[src/rtl/action_scheduler.sv]
// action_scheduler: buffers player actions, generates gravity and the game countdown,
// and issues one datapath command at a time over a valid/done handshake.
module action_scheduler #(
    parameter int QSIZE     = 16,
    parameter int DOWN_TICK = 25_000_000,
    parameter int SEC_TICK  = 25_000_000,
    parameter int COUNT_SEC = 60
) (
    input  logic       clk,
    input  logic       reset,
    input  logic       start,
    input  logic       btn_valid,
    input  logic [7:0] btn_op,
    output logic       cmd_valid,
    output logic [7:0] cmd_op,
    input  logic       cmd_done,
    input  logic       landed,
    input  logic       game_over,
    output logic [6:0] sec_left,
    output logic       running,
    output logic       overflow,
    output logic [1:0] dbg_state
);

    localparam logic [7:0] OP_NONE       = 8'd0;
    localparam logic [7:0] OP_INIT       = 8'd1;
    localparam logic [7:0] OP_GEN        = 8'd2;
    localparam logic [7:0] OP_LEFT       = 8'd3;
    localparam logic [7:0] OP_RIGHT      = 8'd4;
    localparam logic [7:0] OP_DOWN       = 8'd5;
    localparam logic [7:0] OP_DROP       = 8'd6;
    localparam logic [7:0] OP_HOLD       = 8'd7;
    localparam logic [7:0] OP_ROTATE     = 8'd8;
    localparam logic [7:0] OP_ROTATE_REV = 8'd9;
    localparam logic [7:0] OP_END        = 8'd10;

    localparam int PW = (QSIZE > 1) ? $clog2(QSIZE) : 1;
    localparam int CW = $clog2(QSIZE + 1);
    localparam int GW = (DOWN_TICK > 1) ? $clog2(DOWN_TICK) : 1;
    localparam int SW = (SEC_TICK > 1) ? $clog2(SEC_TICK) : 1;

    localparam logic [PW-1:0] PTR_LAST  = PW'(QSIZE - 1);
    localparam logic [CW-1:0] CNT_FULL  = CW'(QSIZE);
    localparam logic [GW-1:0] GRAV_LAST = GW'(DOWN_TICK - 1);
    localparam logic [SW-1:0] SEC_LAST  = SW'(SEC_TICK - 1);

    typedef enum logic [1:0] {
        S_IDLE   = 2'd0,
        S_ISSUE  = 2'd1,
        S_SELECT = 2'd2,
        S_OVER   = 2'd3
    } state_t;

    state_t         state_q, state_d;
    logic           cmd_valid_q, cmd_valid_d;
    logic [7:0]     cmd_op_q, cmd_op_d;
    logic           need_gen_q, need_gen_d;
    logic           grav_pending_q;
    logic [GW-1:0]  grav_cnt_q;
    logic [SW-1:0]  sec_cnt_q;
    logic [6:0]     sec_left_q;
    logic           running_q;
    logic           overflow_q;
    logic [7:0]     fifo_mem_q [QSIZE];
    logic [PW-1:0]  wr_ptr_q, rd_ptr_q;
    logic [CW-1:0]  count_q;

    logic pop, pend_clr, start_game, stop_game;
    logic legal_op, push_req, push, fifo_full, fifo_empty;
    logic grav_wrap, sec_wrap, end_cond, done_seen;

    function automatic logic [PW-1:0] ptr_inc(input logic [PW-1:0] p);
        return (p == PTR_LAST) ? '0 : p + PW'(1);
    endfunction

    always_comb begin
        legal_op = 1'b0;
        case (btn_op)
            OP_LEFT, OP_RIGHT, OP_DOWN, OP_DROP,
            OP_HOLD, OP_ROTATE, OP_ROTATE_REV: legal_op = 1'b1;
            default:                           legal_op = 1'b0;
        endcase
    end

    assign fifo_empty = (count_q == '0);
    assign fifo_full  = (count_q == CNT_FULL);
    assign grav_wrap  = running_q && (grav_cnt_q == GRAV_LAST);
    assign sec_wrap   = running_q && (sec_cnt_q == SEC_LAST);
    assign end_cond   = running_q && (game_over || (sec_left_q == 7'd0));
    assign done_seen  = cmd_valid_q && cmd_done;

    // Handshake: cmd_valid rises together with cmd_op and both hold until cmd_done
    // is seen while cmd_valid is high; that cycle retires the command (INIT chains
    // straight into GEN). cmd_done while cmd_valid is low has no effect.
    always_comb begin
        state_d     = state_q;
        cmd_valid_d = cmd_valid_q;
        cmd_op_d    = cmd_op_q;
        need_gen_d  = need_gen_q;
        pop         = 1'b0;
        pend_clr    = 1'b0;
        start_game  = 1'b0;
        stop_game   = 1'b0;
        case (state_q)
            S_IDLE, S_OVER: begin
                if (start) begin
                    start_game  = 1'b1;
                    need_gen_d  = 1'b0;
                    cmd_valid_d = 1'b1;
                    cmd_op_d    = OP_INIT;
                    state_d     = S_ISSUE;
                end
            end
            S_ISSUE: begin
                if (done_seen) begin
                    if (cmd_op_q == OP_INIT) begin
                        cmd_op_d = OP_GEN;
                    end else if (cmd_op_q == OP_END) begin
                        cmd_valid_d = 1'b0;
                        stop_game   = 1'b1;
                        state_d     = S_OVER;
                    end else begin
                        cmd_valid_d = 1'b0;
                        need_gen_d  = landed;
                        state_d     = S_SELECT;
                    end
                end
            end
            S_SELECT: begin
                state_d     = S_ISSUE;
                cmd_valid_d = 1'b1;
                if (end_cond) begin
                    cmd_op_d = OP_END;
                end else if (need_gen_q) begin
                    cmd_op_d   = OP_GEN;
                    need_gen_d = 1'b0;
                end else if (grav_pending_q) begin
                    cmd_op_d = OP_DOWN;
                    pend_clr = 1'b1;
                end else if (!fifo_empty) begin
                    cmd_op_d = fifo_mem_q[rd_ptr_q];
                    pop      = 1'b1;
                end else begin
                    state_d     = S_SELECT;
                    cmd_valid_d = 1'b0;
                end
            end
            default: begin
                state_d     = S_IDLE;
                cmd_valid_d = 1'b0;
            end
        endcase
    end

    // A pop in the same cycle frees the slot, so a push into a full FIFO still lands.
    assign push_req = btn_valid && legal_op && running_q;
    assign push     = push_req && (!fifo_full || pop);

    always_ff @(posedge clk or posedge reset) begin
        if (reset) begin
            state_q        <= S_IDLE;
            cmd_valid_q    <= 1'b0;
            cmd_op_q       <= OP_NONE;
            need_gen_q     <= 1'b0;
            grav_pending_q <= 1'b0;
            grav_cnt_q     <= '0;
            sec_cnt_q      <= '0;
            sec_left_q     <= 7'd0;
            running_q      <= 1'b0;
            overflow_q     <= 1'b0;
            wr_ptr_q       <= '0;
            rd_ptr_q       <= '0;
            count_q        <= '0;
        end else begin
            state_q     <= state_d;
            cmd_valid_q <= cmd_valid_d;
            cmd_op_q    <= cmd_op_d;
            need_gen_q  <= need_gen_d;
            if (start_game) begin
                grav_pending_q <= 1'b0;
                grav_cnt_q     <= '0;
                sec_cnt_q      <= '0;
                sec_left_q     <= 7'(COUNT_SEC);
                running_q      <= 1'b1;
                overflow_q     <= 1'b0;
                wr_ptr_q       <= '0;
                rd_ptr_q       <= '0;
                count_q        <= '0;
            end else begin
                if (running_q) begin
                    grav_cnt_q <= grav_wrap ? '0 : grav_cnt_q + GW'(1);
                    sec_cnt_q  <= sec_wrap ? '0 : sec_cnt_q + SW'(1);
                end
                // A fresh wrap wins over a same-cycle consume; pending never stacks.
                if (grav_wrap) begin
                    grav_pending_q <= 1'b1;
                end else if (pend_clr) begin
                    grav_pending_q <= 1'b0;
                end
                if (sec_wrap && (sec_left_q != 7'd0)) begin
                    sec_left_q <= sec_left_q - 7'd1;
                end
                if (stop_game) begin
                    running_q <= 1'b0;
                end
                if (push_req && fifo_full && !pop) begin
                    overflow_q <= 1'b1;
                end
                if (push) begin
                    wr_ptr_q <= ptr_inc(wr_ptr_q);
                end
                if (pop) begin
                    rd_ptr_q <= ptr_inc(rd_ptr_q);
                end
                case ({push, pop})
                    2'b10:   count_q <= count_q + CW'(1);
                    2'b01:   count_q <= count_q - CW'(1);
                    default: count_q <= count_q;
                endcase
            end
        end
    end

    always_ff @(posedge clk) begin
        if (push && !start_game) begin
            fifo_mem_q[wr_ptr_q] <= btn_op;
        end
    end

    assign cmd_valid = cmd_valid_q;
    assign cmd_op    = cmd_op_q;
    assign sec_left  = sec_left_q;
    assign running   = running_q;
    assign overflow  = overflow_q;
    assign dbg_state = state_q;

endmodule

[config.mk]
export PLATFORM = sky130hd
export DESIGN_NAME = action_scheduler
export DESIGN_NICKNAME = d
export VERILOG_FILES = /design/src/rtl/action_scheduler.sv
export SDC_FILE = /design/constraint.sdc
export NUM_CORES = 1
export LEC_CHECK = 0
export CAP_MARGIN = 10
export CORE_ASPECT_RATIO = 1.5
export CORE_MARGIN = 10
export CORE_UTILIZATION = 40
export CTS_CLUSTER_SIZE = 8
export DETAILED_ROUTE_END_ITERATION = 6
export SLEW_MARGIN = 20
export SYNTH_ARGS = -nofsm -noshare
export SYNTH_HDL_FRONTEND = slang
export SYNTH_SLANG_ARGS = --single-unit
[constraint.sdc]
create_clock -name clk -period 7.2 [get_ports clk]
set_input_delay 0.72 -clock clk [delete_from_list [all_inputs] [get_ports clk]]
set_output_delay 0.72 -clock clk [all_outputs]
set_load 0.02 [all_outputs]
==> results of run 1 <==
==> synthesized netlist by cell type (19+ instances only) <==
| cell | number | area, um2 |
|---|---|---|
| sky130_fd_sc_hd__a21oi_1 | 24 | 120 |
| sky130_fd_sc_hd__clkbuf_1 | 19 | 71.3 |
| sky130_fd_sc_hd__dfrtp_1 | 85 | 2130 |
| sky130_fd_sc_hd__edfxtp_1 | 128 | 3840 |
| sky130_fd_sc_hd__inv_1 | 26 | 97.6 |
| sky130_fd_sc_hd__mux4_2 | 37 | 833 |
| sky130_fd_sc_hd__nand2_1 | 50 | 188 |
| sky130_fd_sc_hd__nand3_1 | 22 | 110 |
| sky130_fd_sc_hd__nand4_1 | 24 | 150 |
| sky130_fd_sc_hd__nor2_1 | 78 | 293 |
| sky130_fd_sc_hd__nor3_1 | 31 | 155 |
| sky130_fd_sc_hd__nor4_1 | 21 | 131 |
| sky130_fd_sc_hd__xnor2_1 | 29 | 254 |
==> routing by layer <==
layer	track usage, %	up-vias
met5	0	-
li1	-	2921
met1	17.3	3181
met4	4.69	0
met3	1.95	35
met2	27.5	122
==> logic make-up (layout without fill, tap and decap cells) <==
logic type,Yosys count,after routing,synth area share (%)
simple gates,290,290,15.3
flops,213,213,60.3
compound gates,78,78,5.89
buf+inv,61,120,2.73
mux,51,51,9.86
xor+xnor,47,47,4.16
fa+ha+maj,14,14,1.84
==> worst paths after layout <==
path	from	to	slack, ns	cells past startpoint
max	btn_op[6]	fifo_mem_q[13][4]	3.01	6
min	overflow	overflow	0.51	2
max reg2reg	sec_left[0]	fifo_mem_q[13][4]	3.52	7
min reg2reg	overflow	overflow	0.51	2
max in group asynchronous	reset	rd_ptr_q[0]	5.53	3
min in group asynchronous	reset	count_q[4]	0.62	2
==> sequential cells by signal (all words and copies together) (netlist names) <==
name,cells
sec_left,7
running,1
rd_ptr_q,4
count_q,5
wr_ptr_q,4
sec_cnt_q,25
grav_pending_q,1
cmd_op,8
need_gen_q,1
grav_cnt_q,25
overflow,1
fifo_mem_q,128
dbg_state,2
cmd_valid,1
==> stage by stage <==
step | worst slack (ns) | power (uW) | hold WS (ns) | utilization, %
after floorplan | 4.01 | 1690 | 0.486 | -
after global placement | 2.68 | 1820 | 0.498 | 43.2
after detailed placement | 2.57 | 1820 | 0.507 | 43.2
after CTS | 3.10 | 3090 | 0.520 | 46.6
after global routing | 2.67 | 3190 | 0.547 | 46.9
final | 3.01 | 3060 | 0.512 | 46.9
==> area by class of cell <==
cell class	instances	share of cell area (%)
clock buffer	47	7.11
clock inverter	2	0.186
inverter	27	0.895
multi-input combinational	480	32.6
sequential	213	52.1
tap	324	3.54
timing repair buffer	44	3.62
==> report_power, final <==
group	internal (uW)	total, uW	switching, uW
Clock	762	1260	503
Combinational	148	408	260
Sequential	1340	1390	47.0
Total	2250	3060	810
==> worst max-delay path, stage by stage <==
cell	delay, ns
sky130_fd_sc_hd__clkdlybuf4s50_1	0.82
sky130_fd_sc_hd__nor4_1	0.51
sky130_fd_sc_hd__nand3_1	0.18
sky130_fd_sc_hd__nor2_1	0.39
sky130_fd_sc_hd__nand2_1	0.63
sky130_fd_sc_hd__nor3_1	1.09
==> impl_metrics.prom, run 1 <==
# TYPE chip_impl_metric gauge
chip_impl_metric{name="grt_overflow_total",unit=""} 0
chip_impl_metric{name="setup_viol",unit=""} 0
chip_impl_metric{name="maximum_number_of_pins_on_one_net_before_global_route_repair",unit=""} 45
chip_impl_info{name="run_status",value="complete, no violations"} 1
chip_impl_metric{name="core.rowCount",unit=""} 70
chip_impl_metric{name="worst_clk_skew",unit="ns"} 0.0167
chip_impl_metric{name="syn-num-nets",unit=""} 783
chip_impl_metric{name="ff_latch_area",unit="um2"} 5970
chip_impl_metric{name="grt_util_all_layers",unit="%"} 14.9
chip_impl_metric{name="finalHoldViolCount",unit=""} 0
chip_impl_metric{name="maxSlewViolCount",unit=""} 0
chip_impl_metric{name="power-per-cell-area",unit="nW/um2"} 267
chip_impl_info{name="clock-root-buffer",value="sky130_fd_sc_hd__clkbuf_16"} 1
chip_impl_metric{name="routed_wire_length_per_instance",unit="um"} 20.6
chip_impl_metric{name="synth_edf_count",unit=""} 128
chip_impl_info{name="commonest_non_fill_non_tap_cell_in_the_layout",value="sky130_fd_sc_hd__edfxtp_1"} 1
chip_impl_metric{name="die_x",unit="um"} 148
chip_impl_metric{name="ant_nets",unit=""} 0
chip_impl_metric{name="timing.final.crit_period",unit="ns"} 4.19
chip_impl_info{name="highest-signal-layer",value="met4"} 1
chip_impl_metric{name="cts_buffers",unit=""} 30
chip_impl_metric{name="cts-hold-fix-buffers",unit=""} 0
chip_impl_metric{name="h_tree_lvl_count",unit=""} 1
chip_impl_metric{name="initial_drt_pass_iterations",unit=""} 5
chip_impl_metric{name="fin_area",unit="um2"} 11500
chip_impl_metric{name="timing.fmax",unit="MHz"} 238
chip_impl_metric{name="critical_path_peak_fanout",unit=""} 17
chip_impl_metric{name="drc_errors",unit=""} 0
chip_impl_metric{name="buffer_ports.inserted",unit=""} 34
chip_impl_metric{name="n_diodes",unit=""} 0
chip_impl_info{name="clock_tree_from_tritoncts",value="done"} 1
chip_impl_info{name="final_cell_mix",value="128 x sky130_fd_sc_hd__edfxtp_1, 84 x sky130_fd_sc_hd__dfrtp_1, 78 x sky130_fd_sc_hd__nor2_1, 50 x sky130_fd_sc_hd__nand2_1, 37 x sky130_fd_sc_hd__mux4_2"} 1
chip_impl_info{name="worst_setup_end_kind",value="register"} 1
chip_impl_metric{name="avg_synthesized_cell_area",unit="um2"} 13.1
chip_impl_metric{name="globalplace.congestion",unit=""} 0.856
chip_impl_metric{name="synth_async_sr_flop_share",unit="%"} 39.9
chip_impl_metric{name="synth.yosys.seq_area_share",unit="%"} 60.3
chip_impl_metric{name="mappedNetlistArea",unit="um2"} 9910
chip_impl_metric{name="ios",unit=""} 35
chip_impl_metric{name="placedInstanceArea",unit="um2"} 10600
chip_impl_metric{name="grt_pass1_wl",unit="um"} 37200
chip_impl_metric{name="core_region_area",unit="um2"} 24400
chip_impl_metric{name="worst_ir_drop_vdd",unit="mV"} 0.161
chip_impl_info{name="grt_setup_unrepaired",value="no"} 1
chip_impl_info{name="hold_class",value="register to register"} 1
chip_impl_metric{name="die_area",unit="um2"} 31600
chip_impl_metric{name="yosysUniqueCellTypes",unit=""} 69
chip_impl_metric{name="route.met3.wl",unit="um"} 884
chip_impl_metric{name="antenna_violations_before_repair",unit=""} 0
chip_impl_metric{name="post-cts-setup-buffers",unit=""} 0
chip_impl_metric{name="cp.required",unit="ns"} 7.36
chip_impl_metric{name="final.period_utilization",unit="%"} 58.2
chip_impl_metric{name="clock_sink_count",unit=""} 213
chip_impl_info{name="ys_dominant_reg_cell",value="sky130_fd_sc_hd__edfxtp_1"} 1
chip_impl_metric{name="finish.cell_count_without_fillers",unit=""} 1137
chip_impl_metric{name="drtIter0Drc",unit=""} 396
chip_impl_metric{name="grt_pass1_vias",unit=""} 6448
chip_impl_metric{name="cts_resized",unit=""} 0
chip_impl_metric{name="nFillCells",unit=""} 2158
chip_impl_metric{name="wl",unit="um"} 23400
chip_impl_metric{name="clk_latency",unit="ns"} 0.55
chip_impl_metric{name="yosysWarnings",unit=""} 0
chip_impl_metric{name="worst_ep_arrival_time",unit="ns"} 4.35
chip_impl_metric{name="floorplan.die.height",unit="um"} 213
chip_impl_metric{name="post_drt_via_cell_ratio",unit=""} 5.50
chip_impl_metric{name="num_vias",unit=""} 6259
chip_impl_metric{name="slew_headroom",unit="%"} 27.2
chip_impl_metric{name="multiInputGateArea",unit="um2"} 3730
chip_impl_metric{name="clockBufferDepth",unit=""} 3
chip_impl_info{name="timing.setup.critical_path_class",value="input pin to register"} 1
chip_impl_info{name="cp-start-kind",value="input pin"} 1
chip_impl_metric{name="static_leakage",unit="uW"} 0.00397
chip_impl_metric{name="syn-instance-count",unit=""} 754
chip_impl_metric{name="place.detailed.hpwl",unit="um"} 15700
chip_impl_metric{name="final_net_count",unit=""} 825
chip_impl_metric{name="setup-tns-final",unit="ns"} 0
chip_impl_metric{name="worst_slew_pin_slew",unit="ns"} 1.08
chip_impl_metric{name="synthToLayoutAreaGrowth",unit="%"} 15.7
chip_impl_metric{name="max-cap-violations",unit=""} 0
chip_impl_metric{name="route.met2.wl",unit="um"} 12900
chip_impl_metric{name="worst_setup_hold_path_clk_slew",unit="ns"} 0.05
chip_impl_metric{name="post-place-cells",unit=""} 1088
chip_impl_metric{name="layout-drive-gt1-share",unit="%"} 14.5
chip_impl_metric{name="ys_seq_elements",unit=""} 213
chip_impl_metric{name="start_util",unit="%"} 40.5
chip_impl_metric{name="wl_met1",unit="um"} 9120
Power figures use the tool's default switching activity.
==> inputs of run 2 (changes only) <==
==> constraint.sdc (replaced) <==
create_clock -name clk -period 3.4 [get_ports clk]
set_input_delay 0.34 -clock clk [delete_from_list [all_inputs] [get_ports clk]]
set_output_delay 0.34 -clock clk [all_outputs]
set_load 0.02 [all_outputs]
==> impl_metrics.prom, run 2 (synthesis results as in run 1) <==
# TYPE chip_impl_metric gauge
chip_impl_metric{name="reg2reg_slack",unit="ns"} 0.31
chip_impl_metric{name="clock_sink_count",unit=""} 213
chip_impl_metric{name="finalHoldViolCount",unit=""} 0
chip_impl_info{name="hold_class",value="input pin to async pin"} 1
chip_impl_info{name="crit_slowest_cell",value="sky130_fd_sc_hd__fa_1"} 1
chip_impl_metric{name="floorplan.die.height",unit="um"} 213
chip_impl_info{name="final_cell_mix",value="128 x sky130_fd_sc_hd__edfxtp_1, 84 x sky130_fd_sc_hd__dfrtp_1, 78 x sky130_fd_sc_hd__nor2_1, 50 x sky130_fd_sc_hd__nand2_1, 48 x sky130_fd_sc_hd__buf_4"} 1
chip_impl_metric{name="cp.required",unit="ns"} 3.86
chip_impl_metric{name="h_tree_lvl_count",unit=""} 1
chip_impl_metric{name="post-route-util",unit="%"} 47.9
chip_impl_metric{name="initial_drt_pass_iterations",unit=""} 4
chip_impl_metric{name="buffer_ports.inserted",unit=""} 34
chip_impl_metric{name="cts_buffers",unit=""} 30
chip_impl_metric{name="setup-tns-final",unit="ns"} 0
chip_impl_metric{name="maximum_number_of_pins_on_one_net_before_global_route_repair",unit=""} 48
chip_impl_info{name="worst_r2r_startpoint",value="sec_left[0]"} 1
chip_impl_info{name="run_status",value="complete, no violations"} 1
chip_impl_metric{name="drc_errors",unit=""} 0
chip_impl_metric{name="max-cap-violations",unit=""} 0
chip_impl_metric{name="cts_resized",unit=""} 0
chip_impl_info{name="clock_tree_from_tritoncts",value="done"} 1
chip_impl_metric{name="grt_util_all_layers",unit="%"} 14.7
chip_impl_metric{name="power-per-cell-area",unit="nW/um2"} 554
chip_impl_metric{name="routed_wire_length_per_instance",unit="um"} 19.5
chip_impl_metric{name="worst_clk_skew",unit="ns"} 0.0275
chip_impl_info{name="path_cells",value="inv_1 > ha_1 > nor3b_2 > a2111oi_4 > nand2_1 > nor2_1 > inv_1 > fa_1 > nor2b_1 > o21a_1 > a211oi_1 > a22o_1 > a211oi_1"} 1
chip_impl_metric{name="worst_ir_drop_vdd",unit="mV"} 0.415
chip_impl_metric{name="critPathMaxStageDelay",unit="ns"} 0.42
chip_impl_info{name="reg_top3",value="fifo_mem_q (128), grav_cnt_q (25), sec_cnt_q (25)"} 1
chip_impl_metric{name="setup_viol",unit=""} 0
chip_impl_metric{name="grt_pass1_vias",unit=""} 6550
chip_impl_metric{name="slew_headroom",unit="%"} 41.3
chip_impl_metric{name="static_leakage",unit="uW"} 0.00418
chip_impl_metric{name="die_area",unit="um2"} 31600
chip_impl_metric{name="ant_nets",unit=""} 0
chip_impl_metric{name="start_util",unit="%"} 40.5
chip_impl_metric{name="post-place-cells",unit=""} 1127
chip_impl_metric{name="ios",unit=""} 35
chip_impl_metric{name="synthToLayoutAreaGrowth",unit="%"} 18.3
chip_impl_metric{name="worst_slew_pin_slew",unit="ns"} 0.881
chip_impl_metric{name="grt_overflow_total",unit=""} 0
chip_impl_metric{name="cts-hold-fix-buffers",unit=""} 0
chip_impl_metric{name="largest_reg_flops",unit=""} 128
chip_impl_metric{name="post_drt_via_cell_ratio",unit=""} 5.40
chip_impl_metric{name="final_net_count",unit=""} 864
chip_impl_metric{name="place.detailed.hpwl",unit="um"} 15600
chip_impl_info{name="cp-endpoint",value="count_q[4]"} 1
chip_impl_metric{name="num_vias",unit=""} 6355
chip_impl_metric{name="antenna_violations_before_repair",unit=""} 0
chip_impl_info{name="regMostFlops",value="fifo_mem_q"} 1
chip_impl_metric{name="die_x",unit="um"} 148
chip_impl_metric{name="clockBufferDepth",unit=""} 3
chip_impl_metric{name="worstRegToRegCells",unit=""} 13
chip_impl_info{name="clock-root-buffer",value="sky130_fd_sc_hd__clkbuf_16"} 1
chip_impl_metric{name="worst_ep_arrival_time",unit="ns"} 3.55
chip_impl_info{name="cp-start-kind",value="register"} 1
chip_impl_metric{name="drtIter0Drc",unit=""} 340
chip_impl_metric{name="post-cts-setup-buffers",unit=""} 0
chip_impl_metric{name="worst_setup_hold_path_clk_slew",unit="ns"} 0.06
chip_impl_info{name="timing.setup.critical_path_class",value="register to register"} 1
chip_impl_metric{name="timing.final.crit_period",unit="ns"} 3.09
chip_impl_metric{name="timing.fmax",unit="MHz"} 323
chip_impl_metric{name="globalplace.congestion",unit=""} 0.839
chip_impl_metric{name="fin_hold_ws",unit="ns"} 0.266
chip_impl_info{name="commonest_non_fill_non_tap_cell_in_the_layout",value="sky130_fd_sc_hd__edfxtp_1"} 1
chip_impl_metric{name="core_region_area",unit="um2"} 24400
chip_impl_metric{name="layout-drive-gt1-share",unit="%"} 16.9
chip_impl_metric{name="wl",unit="um"} 23000
chip_impl_metric{name="clk_latency",unit="ns"} 0.56
chip_impl_metric{name="n_diodes",unit=""} 0
chip_impl_metric{name="maxSlewViolCount",unit=""} 0
chip_impl_metric{name="finish.cell_count_without_fillers",unit=""} 1176
chip_impl_info{name="regToRegEndpoint",value="count_q[4]"} 1
chip_impl_info{name="worst_setup_end_kind",value="register"} 1
chip_impl_metric{name="critical_path_peak_fanout",unit=""} 6
chip_impl_metric{name="grt_pass1_wl",unit="um"} 37000
chip_impl_metric{name="core.rowCount",unit=""} 70
chip_impl_info{name="critical_path.startpoint",value="sec_left[0]"} 1
chip_impl_info{name="grt_setup_unrepaired",value="no"} 1
chip_impl_metric{name="final.period_utilization",unit="%"} 91.0
==> run 2: cell count changes in the layout (fill, tap and decap cells not counted) <==
cell | before | now
sky130_fd_sc_hd__buf_12 | 0 | 1
sky130_fd_sc_hd__buf_4 | 10 | 48
sky130_fd_sc_hd__clkinv_16 | 0 | 1
sky130_fd_sc_hd__clkinv_8 | 1 | 0
sky130_fd_sc_hd__nor3_1 | 18 | 31
sky130_fd_sc_hd__nor3_2 | 14 | 1
==> run 2: layout make-up <==
type / instances / area [um2]
Sequential cell: 213 / 5970
Fill cell: 2142 / 12700
Inverter: 27 / 103
Clock buffer: 47 / 815
Timing Repair Buffer: 83 / 721
Clock inverter: 2 / 35.0
Multi-Input combinational cell: 480 / 3670
Tap cell: 324 / 405
==> run 2: worst min path at each step <==
stage               depth (start not counted)               end
CTS                                         2    grav_cnt_q[10]
global placement                            2    grav_cnt_q[14]
finish                                      2    grav_cnt_q[10]
floorplan                                   0  fifo_mem_q[0][0]
detailed placement                          2     sec_cnt_q[21]
global route                                2    grav_cnt_q[10]
==> run 2: routing by layer <==
| metal | share of wire (%) | track usage [%] |
|---|---|---|
| met5 | 0 | 0 |
| met4 | 1.8 | 4.18 |
| met2 | 54 | 26.6 |
| met3 | 3.7 | 2.10 |
| met1 | 40 | 17.6 |
==> run 2: through the flow <==
step / setup WS, ns / cell area (um2) / power, uW
after floorplan: 0.209 / 9910 / 3580
after global placement: 0.215 / 10900 / 3870
after detailed placement: 0.177 / 10900 / 3870
after CTS: 0.322 / 11700 / 6580
after global routing: 0.0248 / 11700 / 6780
final: 0.305 / 11700 / 6490
==> run 2: power by group <==
| group | switching (uW) | total, uW | internal (uW) |
|---|---|---|---|
| Combinational | 542 | 878 | 335 |
| Sequential | 97.0 | 2940 | 2840 |
| Clock | 1060 | 2680 | 1620 |
==> run 2: worst max-delay path, delay by kind of cell, from the launching register on <==
family | cells | cell delay, ns
and+or+nand+nor | 4 | 0.79
buffers and inverters | 2 | 0.16
adders and majority gates | 2 | 0.65
DFF | 1 | 0.39
AOI/OAI and AO/OA | 5 | 1.01
